### src/rtl/ringosc_freq_meter.sv
// Gated edge counter: synchronizes an asynchronous ring-oscillator tap into clk,
// counts its rising edges over a programmable clk window and holds the result.
module ringosc_freq_meter #(
  parameter int COUNT_WIDTH = 24,
  parameter int GATE_WIDTH  = 16,
  parameter int SYNC_STAGES = 2
) (
  input  logic                   clk,
  input  logic                   rst_n,
  input  logic                   osc_in,
  input  logic                   start,
  input  logic [GATE_WIDTH-1:0]  gate_cycles,
  output logic                   busy,
  output logic                   done,
  output logic                   overflow,
  output logic [COUNT_WIDTH-1:0] count,
  input  logic [1:0]             rd_sel,
  output logic [7:0]             rd_data
);

  localparam logic [0:0] S_IDLE = 1'b0;
  localparam logic [0:0] S_MEAS = 1'b1;
  localparam logic [COUNT_WIDTH-1:0] CNT_MAX = {COUNT_WIDTH{1'b1}};

  logic [SYNC_STAGES-1:0] sync_q, sync_d;
  logic                   hist_q, hist_d;
  logic [0:0]             state_q, state_d;
  logic [GATE_WIDTH-1:0]  win_q, win_d;
  logic [COUNT_WIDTH-1:0] cnt_q, cnt_d;
  logic                   ovf_run_q, ovf_run_d;
  logic [COUNT_WIDTH-1:0] count_q, count_d;
  logic                   done_q, done_d;
  logic                   ovf_q, ovf_d;

  logic                   edge_pulse;
  logic                   sat_hit;
  logic [COUNT_WIDTH-1:0] cnt_next;
  logic [31:0]            count_ext;

  // Synchronizer and history run free of the FSM, even in IDLE.
  assign sync_d     = {sync_q[SYNC_STAGES-2:0], osc_in};
  assign hist_d     = sync_q[SYNC_STAGES-1];
  assign edge_pulse = sync_q[SYNC_STAGES-1] & ~hist_q;

  assign sat_hit  = edge_pulse && (cnt_q == CNT_MAX);
  assign cnt_next = (edge_pulse && (cnt_q != CNT_MAX)) ? cnt_q + COUNT_WIDTH'(1) : cnt_q;

  always_comb begin
    state_d   = state_q;
    win_d     = win_q;
    cnt_d     = cnt_q;
    ovf_run_d = ovf_run_q;
    count_d   = count_q;
    done_d    = done_q;
    ovf_d     = ovf_q;
    case (state_q)
      S_IDLE: begin
        if (start) begin
          ovf_d = 1'b0;
          if (gate_cycles != '0) begin
            win_d     = gate_cycles;
            cnt_d     = '0;
            ovf_run_d = 1'b0;
            done_d    = 1'b0;
            state_d   = S_MEAS;
          end else begin
            count_d = '0;
            done_d  = 1'b1;
          end
        end
      end
      default: begin
        cnt_d     = cnt_next;
        ovf_run_d = ovf_run_q | sat_hit;
        win_d     = win_q - GATE_WIDTH'(1);
        // Last window cycle: publish including this cycle's edge.
        if (win_q == GATE_WIDTH'(1)) begin
          count_d = cnt_next;
          ovf_d   = ovf_run_q | sat_hit;
          done_d  = 1'b1;
          state_d = S_IDLE;
        end
      end
    endcase
  end

  always_ff @(posedge clk or negedge rst_n) begin
    if (!rst_n) begin
      sync_q    <= '0;
      hist_q    <= 1'b0;
      state_q   <= S_IDLE;
      win_q     <= '0;
      cnt_q     <= '0;
      ovf_run_q <= 1'b0;
      count_q   <= '0;
      done_q    <= 1'b0;
      ovf_q     <= 1'b0;
    end else begin
      sync_q    <= sync_d;
      hist_q    <= hist_d;
      state_q   <= state_d;
      win_q     <= win_d;
      cnt_q     <= cnt_d;
      ovf_run_q <= ovf_run_d;
      count_q   <= count_d;
      done_q    <= done_d;
      ovf_q     <= ovf_d;
    end
  end

  assign busy     = (state_q == S_MEAS);
  assign done     = done_q;
  assign overflow = ovf_q;
  assign count    = count_q;

  assign count_ext = 32'(count_q);
  always_comb begin
    case (rd_sel)
      2'd0:    rd_data = count_ext[7:0];
      2'd1:    rd_data = count_ext[15:8];
      2'd2:    rd_data = count_ext[23:16];
      default: rd_data = count_ext[31:24];
    endcase
  end

endmodule

### config.mk
export PLATFORM = sky130hd
export DESIGN_NAME = ringosc_freq_meter
export DESIGN_NICKNAME = d
export VERILOG_FILES = /design/src/rtl/ringosc_freq_meter.sv
export SDC_FILE = /design/constraint.sdc
export NUM_CORES = 1
export LEC_CHECK = 0
export BUFFER_PORTS_ARGS = -buffer_cell sky130_fd_sc_hd__buf_4
export CORE_UTILIZATION = 45
export CTS_CLUSTER_SIZE = 28
export DETAILED_ROUTE_END_ITERATION = 7
export GPL_TIMING_DRIVEN = 1
export PLACE_DENSITY = 0.62
export SYNTH_ARGS = -nofsm -noshare
export SYNTH_HDL_FRONTEND = slang
export SYNTH_SLANG_ARGS = --single-unit
export TNS_END_PERCENT = 100
### constraint.sdc
create_clock -name clk -period 2.6 [get_ports clk]
set_input_delay 0.13 -clock clk [delete_from_list [all_inputs] [get_ports clk]]
set_output_delay 0.13 -clock clk [all_outputs]
set_load 0.03 [all_outputs]
==> metrics.md, run 1 <==
| Metric | Value |
|---|---|
| Yosys reg bits | 71 |
| Pre-Repair DR Iteration Count | 5 |
| Seq pwr share | 47.6% |
| Routed Antenna Nets | 0 |
| Combinational family with the most area after synthesis | compound AO/OA/AOI/OAI gates |
| I/O Pins | 57 |
| Worst slew pin tran | 0.929 ns |
| GRT Overall Usage | 24.6% |
| Min Tclk post-route | 2.46 ns |
| Vias in the first global route | 3088 |
| CP Class | register to register |
| P_leak | roughly 2.2 nW |
| Total core area | ~8700 um2 |
| Largest net degree at the start of global routing | 72 |
| Via Count | 3511 |
| Synth Area in Adders | less than 1% |
| Post-DR vias/cell | ~6.0 |
| Maximum clock path buffer count | 2 |
| Critical Path End Type | register |
| Max-cap violations | 0 |
| Cell Rows | 34 |
| TritonCTS buffer count | 9 |
| Crit Path Max Fanout | 7 |
| Tcrit/Tclk final | 94.5% |
| Ant. Diodes | 0 |
| Synth area leaders | dfrtp_1 (44%), a22o_1 (7.4%), mux2i_1 (3.5%), nand2_1 (3.0%), xnor2_1 (2.8%) |
| Combinational share of power | 21.3% |
| Most common flop cell mapped by yosys | dfrtp_1 |
| XOR/XNOR Fraction of Synth Area | 4.59% |
| Synth Area in Simple Gates | 18.9% |
| Final Hold Viols | 0 |
| Die Height | ~96 um |
| Design Power | ~3 mW |
| Average cell area after synthesis | 9.95 um2 |
| Area delta synth->final | 21.5% |
| Slew HR | between 30% and 40% |
| Die area | 9290 um2 |
| Resized Gates After CTS | 0 |
| Maximum vdd drop | 0.493 mV |
| Leading area contributor after synthesis | dfrtp_1 |
| Initial antenna violation count | 0 |
| RSZ-0062 raised after global routing | false |
| Clk_skew | between 0.01 and 0.015 ns |
| Post-Synthesis Net Count | 428 |
| HP Class | input port to register |
| HPWL after DPL | roughly 7500 um |
| Synth cell types | 63 |
| Skew-Pair Late Insertion Delay | 0.36 ns |
| Fillers | ~760 |
| Outcome | complete, no violations |
| Mapped Cells | a little over 400 |
| Chip Width | 96.4 um |
| Final setup vio count | 0 |
| CTS tree | built |
| Clock share of power | 31.2% |
| Root Driver | clkbuf_8 |
| Final Wtd Congestion | 0.942 |
| Required time of the critical path | 2.84 ns |
| H-tree Lvls | 3 |
| Remaining Overflow, GRT | 0 |
| Final Max Tran Viols | 0 |
| Final Routed Wirelength | 10800 um |
| Port buffer count | 56 |
| Int Pwr | 2.12 mW |
| Switching power | 0.957 mW |
| Synthesized cell area | 4010 um2 |
| Complex-gate fraction of the synthesized area | 23.3% |
| EDFF count, synth | 0 |
| DRT iter0 DRCs | 219 |
| Drt wl/cell | 18.6 um |
| F_max | 407 MHz |
| CP Data Arrival Time | 2.70 ns |
| Startpoint type of the worst setup path | register |
| Final layout net count | 494 |
| Top-area cell type share of the netlist area | 44.3% |
| Multiplexer share of the synthesized area | 4.90% |
| Post-synthesis sequential area ratio | 44.3% |
| Setup TNS | 0 ns |
| YS warnings | 0 |
| Layout cells sized above 1 | about a quarter |
| Switch share | 31.1% |
| First-pass GRT wire length | ~17000 um |
| Post-route DRC violation count | 0 |
| CTS sink count | slightly above 70 |
| Postcts setup bufs | 0 |
| Reg clk slew, reported paths | approximately 0.08 ns |
| Power Density | 632 nW/um2 |
| Post-synth ARST share | 100% |
| Initial Util | a little under half |
## cell families after synthesis
kind of cell | count (synthesis)
adders and majority gates | 3
AOI/OAI and AO/OA | 123
and+or+nand+nor | 136
buffers and inverters | 30
muxes | 19
DFF | 71
xor gates and xnor gates | 21
## area by class of cell
class                           count  area, um2  share of cell area, %
Clock buffer                        9        124                   2.54
Clock inverter                      6       86.3                   1.77
Inverter                            6       22.5                  0.462
Multi-Input combinational cell    302       2120                   43.4
Sequential cell                    71       1780                   36.5
Tap cell                          108        135                   2.77
Timing Repair Buffer               79        611                   12.5
## metal layers
metal / global-route usage, % / wire length (um)
met3: 5.48 / 653
met5: 0 / 0
met1: 36.6 / 5110
met2: 35.0 / 4850
met4: 8.58 / 189
## worst max-delay path: stages, from the launching register on
cell	delay, ns
dfrtp_1	0.44
ha_1	0.23
nand4_1	0.22
or4_1	0.69
o21ai_2	0.23
mux2_2	0.37
a22o_1	0.18
## cells in the final DEF (no fill, tap or decap), types with 9 or more instances in the layout
cell type	n
o21ai_0	20
nor3_1	11
nor4_1	10
xnor2_1	13
buf_4	76
a22o_1	34
mux2i_1	14
dfrtp_1	71
nor2_1	26
clkbuf_8	9
nand3_1	10
nand2_1	32
nand4_1	10
a21oi_1	11
## synth_stat cells, types with 3 or more instances
master,n
a211oi_1,3
a21o_1,3
a21oi_1,11
a22o_1,34
a31oi_1,3
clkbuf_1,20
dfrtp_1,71
ha_1,3
inv_1,5
mux2_2,5
mux2i_1,14
nand2_1,32
nand2b_1,6
nand3_1,10
nand4_1,10
nor2_1,26
nor2b_1,4
nor3_1,11
nor4_1,10
o2111ai_1,5
o211a_1,4
o211ai_1,5
o21ai_0,20
o221a_2,4
o22a_1,5
o22ai_1,5
or4_1,4
xnor2_1,13
xor2_1,8
## final timing paths
kind                                 from   endpoint  slack [ns]  depth (start not counted)
max                              cnt_q[0]   count[1]        0.14                          6
min                        gate_cycles[5]   win_q[5]        0.02                          3
max reg2reg                      cnt_q[0]   count[1]        0.14                          6
min reg2reg                     sync_q[0]  sync_q[1]        0.36                          0
max in group asynchronous           rst_n  win_q[13]        1.53                          2
min in group asynchronous           rst_n   win_q[6]        0.40                          2
## what timing repair did
action,CTS,global route
hold buffers,2,0
setup endpoints to repair,0,0
endpoints found under the hold margin,72,0
## through the flow
| step | hold slack, ns | cells | setup WS, ns | instance area (um2) | utilization, % |
|---|---|---|---|---|---|
| finish | 0.0186 | 581 | 0.142 | 4870 | 56.1 |
| global route | 0.0318 | 581 | 0.0236 | 4870 | 56.1 |
| detailed placement | 0.240 | 564 | 0.214 | 4640 | 53.5 |
| global placement | 0.240 | 564 | 0.299 | 4640 | 53.5 |
| CTS | 0.00379 | 581 | 0.189 | 4870 | 56.1 |
| floorplan | -0.166 | 403 | 0.364 | 4010 | - |
## flip-flops by register name (all words and copies together) (netlist names)
register	count
hist_q	1
done	1
busy	1
cnt_q	24
overflow	1
sync_q	2
win_q	16
ovf_run_q	1
count	24
## power groups by stage
stage	logic [mW]	clock network (mW)	registers, mW
final	0.654	0.960	1.46
after global routing	0.735	1.03	1.48
after CTS	0.651	0.984	1.46
after detailed placement	0.645	0	1.48
after global placement	0.631	0	1.47
after floorplan	0.463	0	1.43
Note: power is estimated with default switching activity, not from simulation.
==> inputs of run 2 (changes only) <==
--- a/config.mk
+++ b/config.mk
@@ -6,11 +6,14 @@
 export NUM_CORES = 1
 export LEC_CHECK = 0
 export BUFFER_PORTS_ARGS = -buffer_cell sky130_fd_sc_hd__buf_4
+export CAP_MARGIN = 0
+export CELL_PAD_IN_SITES_DETAIL_PLACEMENT = 0
+export CELL_PAD_IN_SITES_GLOBAL_PLACEMENT = 1
 export CORE_UTILIZATION = 45
 export CTS_CLUSTER_SIZE = 28
 export DETAILED_ROUTE_END_ITERATION = 7
 export GPL_TIMING_DRIVEN = 1
-export PLACE_DENSITY = 0.62
+export PLACE_DENSITY = 0.78
 export SYNTH_ARGS = -nofsm -noshare
 export SYNTH_HDL_FRONTEND = slang
 export SYNTH_SLANG_ARGS = --single-unit
==> metrics.md, run 2 (synthesis gave the netlist of run 1 again) <==
| Metric | Value |
|---|---|
| Reg clk slew, reported paths | 0.08 ns (about the same) |
| CTS tree | built |
| Startpoint type of the worst setup path | register |
| Required time of the critical path | 2.85 ns (about the same) |
| Reg2reg start | cnt_q[0] |
| Area delta synth->final | 21.9% |
| Remaining Overflow, GRT | 0 (unchanged) |
| CP max-delay cell | or4_1 |
| DRT iter0 DRCs | 194 (-11%) |
| Hold slack | 0.0292 ns (+0.0106 ns) |
| RSZ-0062 raised after global routing | false |
| Commonest non-fill, non-tap cell in the layout | dfrtp_1 |
| Skew-Pair Late Insertion Delay | 0.35 ns (about the same) |
| Maximum clock path buffer count | 2 (unchanged) |
| Crit Path Max Fanout | 8 (+1) |
| Cell Rows | 34 (unchanged) |
| RR Endpoint | count[11] |
| Worst slew pin tran | 0.890 ns (-0.0393 ns) |
| CP Data Arrival Time | 2.62 ns (-0.08 ns) |
| WP buf/inv | 1 (+1) |
| CP Class | register to register |
| Slew HR | 40.7% (+2.6 points) |
| F_max | 421 MHz (+3.4%) |
| Max-cap violations | 0 (unchanged) |
| Outcome | complete, no violations |
| Critical Path End Type | register |
| Initial antenna violation count | 0 (unchanged) |
| H-tree Lvls | 3 (unchanged) |
| Post-route DRC violation count | 0 (unchanged) |
| GRT Overall Usage | 24.5% (-0.084 points) |
| Final Max Tran Viols | 0 (unchanged) |
| Final layout net count | 488 (-1.2%) |
| Layout cells sized above 1 | 23.1% (-1.2 points) |
| Layout Utilization | 56.3% (+0.20 points) |
| Ant. Diodes | 0 (unchanged) |
| Setup TNS | 0 ns (unchanged) |
| Die Height | 96.4 um (unchanged) |
| Chip Width | 96.4 um (unchanged) |
| Hold Path Sink | win_q[5] |
| Placed Area | 4590 um2 (-1.1%) |
| Initial Util | 46.2% (unchanged) |
| Final Wtd Congestion | 0.916 (-2.7%) |
| Placed insts | 557 (-1.2%) |
| Tcrit/Tclk final | 91.4% (-3.1 points) |
| TritonCTS buffer count | 9 (unchanged) |
| Final Hold Viols | 0 (unchanged) |
| Final Routed Wirelength | 10800 um (-0.32%) |
| Total core area | 8680 um2 (unchanged) |
| Hold path startpoint | gate_cycles[5] |
| Final Cell Area | 4890 um2 (+0.36%) |
| Maximum vdd drop | 0.502 mV (+1.8%) |
| HPWL after DPL | 7530 um (-0.27%) |
| Post-DR vias/cell | 6.03 (-0.19%) |
| Routed Antenna Nets | 0 (unchanged) |
| Hold depth | 3 (unchanged) |
| P_leak | 2.17 nW (about the same) |
| Power Density | 668 nW/um2 (+5.8%) |
| Vias in the first global route | 3054 (-1.1%) |
| Root Driver | clkbuf_8 |
| Final setup vio count | 0 (unchanged) |
| Reg2Reg Depth | 7 (+1) |
| Port buffer count | 56 (unchanged) |
| CTS sink count | 71 (unchanged) |
| First-pass GRT wire length | 16800 um (-0.24%) |
| Pre-Repair DR Iteration Count | 5 (unchanged) |
| Min Tclk post-route | 2.38 ns (-0.0817 ns) |
| Via Count | 3474 (-1.1%) |
| Sequence of cells on the critical path | ha_1 -> nand4_1 -> or4_1 -> buf_4 -> o21ai_2 -> xnor2_1 -> a22o_1 |
| I/O Pins | 57 (unchanged) |
| Resized Gates After CTS | 0 (unchanged) |
| Layout Cells excl Fill | 576 (-0.86%) |
| Die area | 9290 um2 (unchanged) |
| Commonest non-fill, non-tap cells in the layout | dfrtp_1 (71), buf_4 (69), a22o_1 (34) |
| Clk_skew | 0.00639 ns (-0.00676 ns) |
| FF-to-FF setup slack | 0.22 ns (+0.08 ns) |
| Drt wl/cell | 18.7 um (+0.54%) |
| CP top delay family | simple AND/OR/NAND/NOR gates |
| Largest net degree at the start of global routing | 72 (unchanged) |
| HP Class | input port to register |
| Worst path max stage delay | 0.60 ns (-0.09 ns) |
run 2: layout make-up:
type | count | area, um2
clock buffers | 11 | 141
multi-input cells | 302 | 2120
inverters | 6 | 22.5
flip-flops and latches | 71 | 1780
fillers | 806 | 3790
repair buffers | 73 | 568
clock inverters | 5 | 129
well taps | 108 | 135
run 2: power by group:
group	internal, mW	switching, mW	leakage (nW)
combinational	0.311	0.286	1.12
clock	0.763	0.427	0.134
sequential	1.25	0.229	0.918
total	2.32	0.942	2.17
run 2: metrics by stage:
step           power [mW]  worst slack [ns]
3_5_place_dp         2.09             0.278
3_3_place_gp         2.07             0.376
5_1_grt              3.45             0.126
6_report             3.27             0.224
4_1_cts              3.30             0.255
2_1_floorplan        1.89             0.364
run 2: worst max-delay path by stage:
stage	start	end	cells past startpoint
3_5_place_dp	cnt_q[0]	count[11]	7
3_3_place_gp	cnt_q[0]	count[11]	7
2_1_floorplan	cnt_q[0]	count[1]	7
4_1_cts	cnt_q[0]	count[11]	7
6_report	cnt_q[0]	count[11]	7
5_1_grt	cnt_q[0]	count[11]	7
run 2: routing by layer:
metal	global-route usage, %	share of wire (%)	up-vias
li1	-	-	1658
met3	3.91	4.2	17
met2	34.8	44	88
met4	8.58	1.8	0
met1	37.5	50	1711
met5	0	0	-
run 2: tightest hold or removal path, cell delays in order:
cell	delay [ns]
buf_4	0.09
a32oi_1	0.04
o311ai_0	0.08
run 2: what timing repair did:
action | 4_1_cts | 5_1_grt
hold buffers | 3 | 0
setup buffers | 0 | 0
endpoints found under the hold margin | 73 | 0
==> inputs of run 3 (changes only) <==
--- a/config.mk
+++ b/config.mk
@@ -13,6 +13,7 @@
 export CTS_CLUSTER_SIZE = 28
 export DETAILED_ROUTE_END_ITERATION = 7
 export GPL_TIMING_DRIVEN = 1
+export HOLD_SLACK_MARGIN = 0.12
 export PLACE_DENSITY = 0.78
 export SYNTH_ARGS = -nofsm -noshare
 export SYNTH_HDL_FRONTEND = slang
==> metrics.md, run 3 (synthesis gave the netlist of run 1 again) <==
| Metric | Value |
|---|---|
| Outcome | complete, no violations |
| WP buf/inv | 1 (unchanged) |
| CP Depth | 7 (unchanged) |
| Port buffer count | 56 (unchanged) |
| Setup TNS | 0 ns (unchanged) |
| Die area | 9290 um2 (unchanged) |
| Final Routed Wirelength | 10900 um (+1.0%) |
| CTS tree | built |
| Power Density | 660 nW/um2 (-1.2%) |
| Reg2Reg Depth | 7 (unchanged) |
| Hold Buf Count CTS | 11 (+8) |
| Hold path startpoint | gate_cycles[13] |
| Critical Path End Type | register |
| Worst slew pin tran | 0.898 ns (+0.00798 ns) |
| H-tree Lvls | 3 (unchanged) |
| CP top delay family | simple AND/OR/NAND/NOR gates |
| Post-DR vias/cell | 5.97 (-1.0%) |
| FF-to-FF setup slack | 0.24 ns (+0.02 ns) |
| GRT Overall Usage | 24.7% (+0.20 points) |
| Final Wtd Congestion | 0.916 (unchanged) |
| Resized Gates After CTS | 0 (unchanged) |
| Post-route DRC violation count | 0 (unchanged) |
| HP Class | input port to register |
| Skew-Pair Late Insertion Delay | 0.35 ns (about the same) |
| Max-cap violations | 0 (unchanged) |
| Hold Path Sink | win_q[13] |
| I/O Pins | 57 (unchanged) |
| Fillers | 799 (-0.87%) |
| TritonCTS buffer count | 9 (unchanged) |
| Layout Utilization | 57.3% (+0.92 points) |
| Worst path max stage delay | 0.60 ns (about the same) |
| Reg clk slew, reported paths | 0.08 ns (about the same) |
| Area delta synth->final | 23.9% |
| Largest net degree at the start of global routing | 72 (unchanged) |
| Clk_skew | 0.00745 ns (+0.00106 ns) |
| Min Tclk post-route | 2.36 ns (-0.0176 ns) |
| Final Max Tran Viols | 0 (unchanged) |
| Ant. Diodes | 0 (unchanged) |
| Required time of the critical path | 2.85 ns (about the same) |
| CTS sink count | 71 (unchanged) |
| DRT iter0 DRCs | 195 (+0.52%) |
| Drt wl/cell | 18.6 um (-0.35%) |
| Maximum vdd drop | 0.502 mV (about the same) |
| CP max-delay cell | or4_1 |
| CP Data Arrival Time | 2.60 ns (-0.02 ns) |
| P_leak | 2.20 nW (+1.5%) |
| Final layout net count | 496 (+1.6%) |
| Final worst setup slack | 0.241 ns (+0.0176 ns) |
| Pre-Repair DR Iteration Count | 6 (+1) |
| Pre-CTS WS | 0.278 ns (unchanged) |
| HPWL after DPL | 7530 um (unchanged) |
| Design Power | 3.28 mW (+0.44%) |
| Layout cells sized above 1 | 22.7% (-0.39 points) |
| Hold depth | 5 (+2) |
| Postcts setup bufs | 0 (unchanged) |
| Initial Util | 46.2% (unchanged) |
| Cell Rows | 34 (unchanged) |
| RSZ-0062 raised after global routing | false |
| Crit Path Max Fanout | 8 (unchanged) |
| Sequence of cells on the critical path | ha_1 -> nand4_1 -> or4_1 -> buf_4 -> o21ai_2 -> xnor2_1 -> a22o_1 |
| Via Count | 3486 (+0.35%) |
| Tcrit/Tclk final | 90.7% (-0.68 points) |
| Root Driver | clkbuf_8 |
| Startpoint type of the worst setup path | register |
| Vias in the first global route | 3094 (+1.3%) |
| Remaining Overflow, GRT | 0 (unchanged) |
| Final setup vio count | 0 (unchanged) |
| Final Hold Viols | 0 (unchanged) |
| Chip Width | 96.4 um (unchanged) |
| Initial antenna violation count | 0 (unchanged) |
| Total core area | 8680 um2 (unchanged) |
| Die Height | 96.4 um (unchanged) |
| Commonest non-fill, non-tap cells in the layout | dfrtp_1 (71), buf_4 (69), a22o_1 (34) |
| Final Cell Area | 4970 um2 (+1.6%) |
| Commonest non-fill, non-tap cell in the layout | dfrtp_1 |
| Routed Antenna Nets | 0 (unchanged) |
| Placed Area | 4590 um2 (unchanged) |
| RR Endpoint | count[11] |
| Reg2reg start | cnt_q[0] |
| Slew HR | 40.1% (-0.53 points) |
| Maximum clock path buffer count | 2 (unchanged) |
| CP Class | register to register |
| F_max | 424 MHz (+0.75%) |
| First-pass GRT wire length | 16900 um (+1.0%) |
[run 3: changes by cell type in the layout (fill, tap and decap cells not counted), sizes merged]
cell and change:
dlygate4sd3 +8
[run 3: cell type report]
| cell class | instances | area, um2 | area share [%] |
|---|---|---|---|
| clock inverters | 5 | 129 | 2.59 |
| well taps | 108 | 135 | 2.72 |
| multi-input cells | 302 | 2120 | 42.6 |
| repair buffers | 81 | 648 | 13.0 |
| inverters | 6 | 22.5 | 0.453 |
| flip-flops and latches | 71 | 1780 | 35.8 |
| clock buffers | 11 | 141 | 2.85 |
[run 3: worst max-delay path by stage]
stage / slack (ns) / from / end
after global routing: 0.13 / cnt_q[0] / count[11]
after CTS: 0.25 / cnt_q[0] / count[11]
after floorplan: 0.36 / cnt_q[0] / count[1]
after global placement: 0.38 / cnt_q[0] / count[11]
after detailed placement: 0.28 / cnt_q[0] / count[11]
final: 0.24 / cnt_q[0] / count[11]
[run 3: tightest hold or removal path, delay by kind of cell]
| kind | cells | cell delay [ns] |
|---|---|---|
| AND/OR/NAND/NOR | 1 | 0.08 |
| buffers and inverters | 1 | 0.09 |
| AO/OA/AOI/OAI | 2 | 0.11 |
| multiplexers | 1 | 0.06 |
[run 3: where the power goes]
group	switching [mW]	internal, mW	leakage (nW)	total [mW]
clock	0.429	0.763	0.134	1.19
combinational	0.289	0.319	1.15	0.608
sequential	0.230	1.25	0.918	1.48
[run 3: metal layers]
layer	vias to the layer above	track usage, %	wire, um
li1	1672	-	-
met1	1720	37.9	5380
met2	82	35.0	4900
met3	12	3.91	463
met4	0	8.58	142
met5	-	0	0
[run 3: metrics by stage]
stage                     hold slack (ns)  instances
after CTS                           0.147        584
final                               0.155        584
after detailed placement            0.240        557
after global routing                0.156        584
after global placement              0.240        557
after floorplan                    -0.166        403
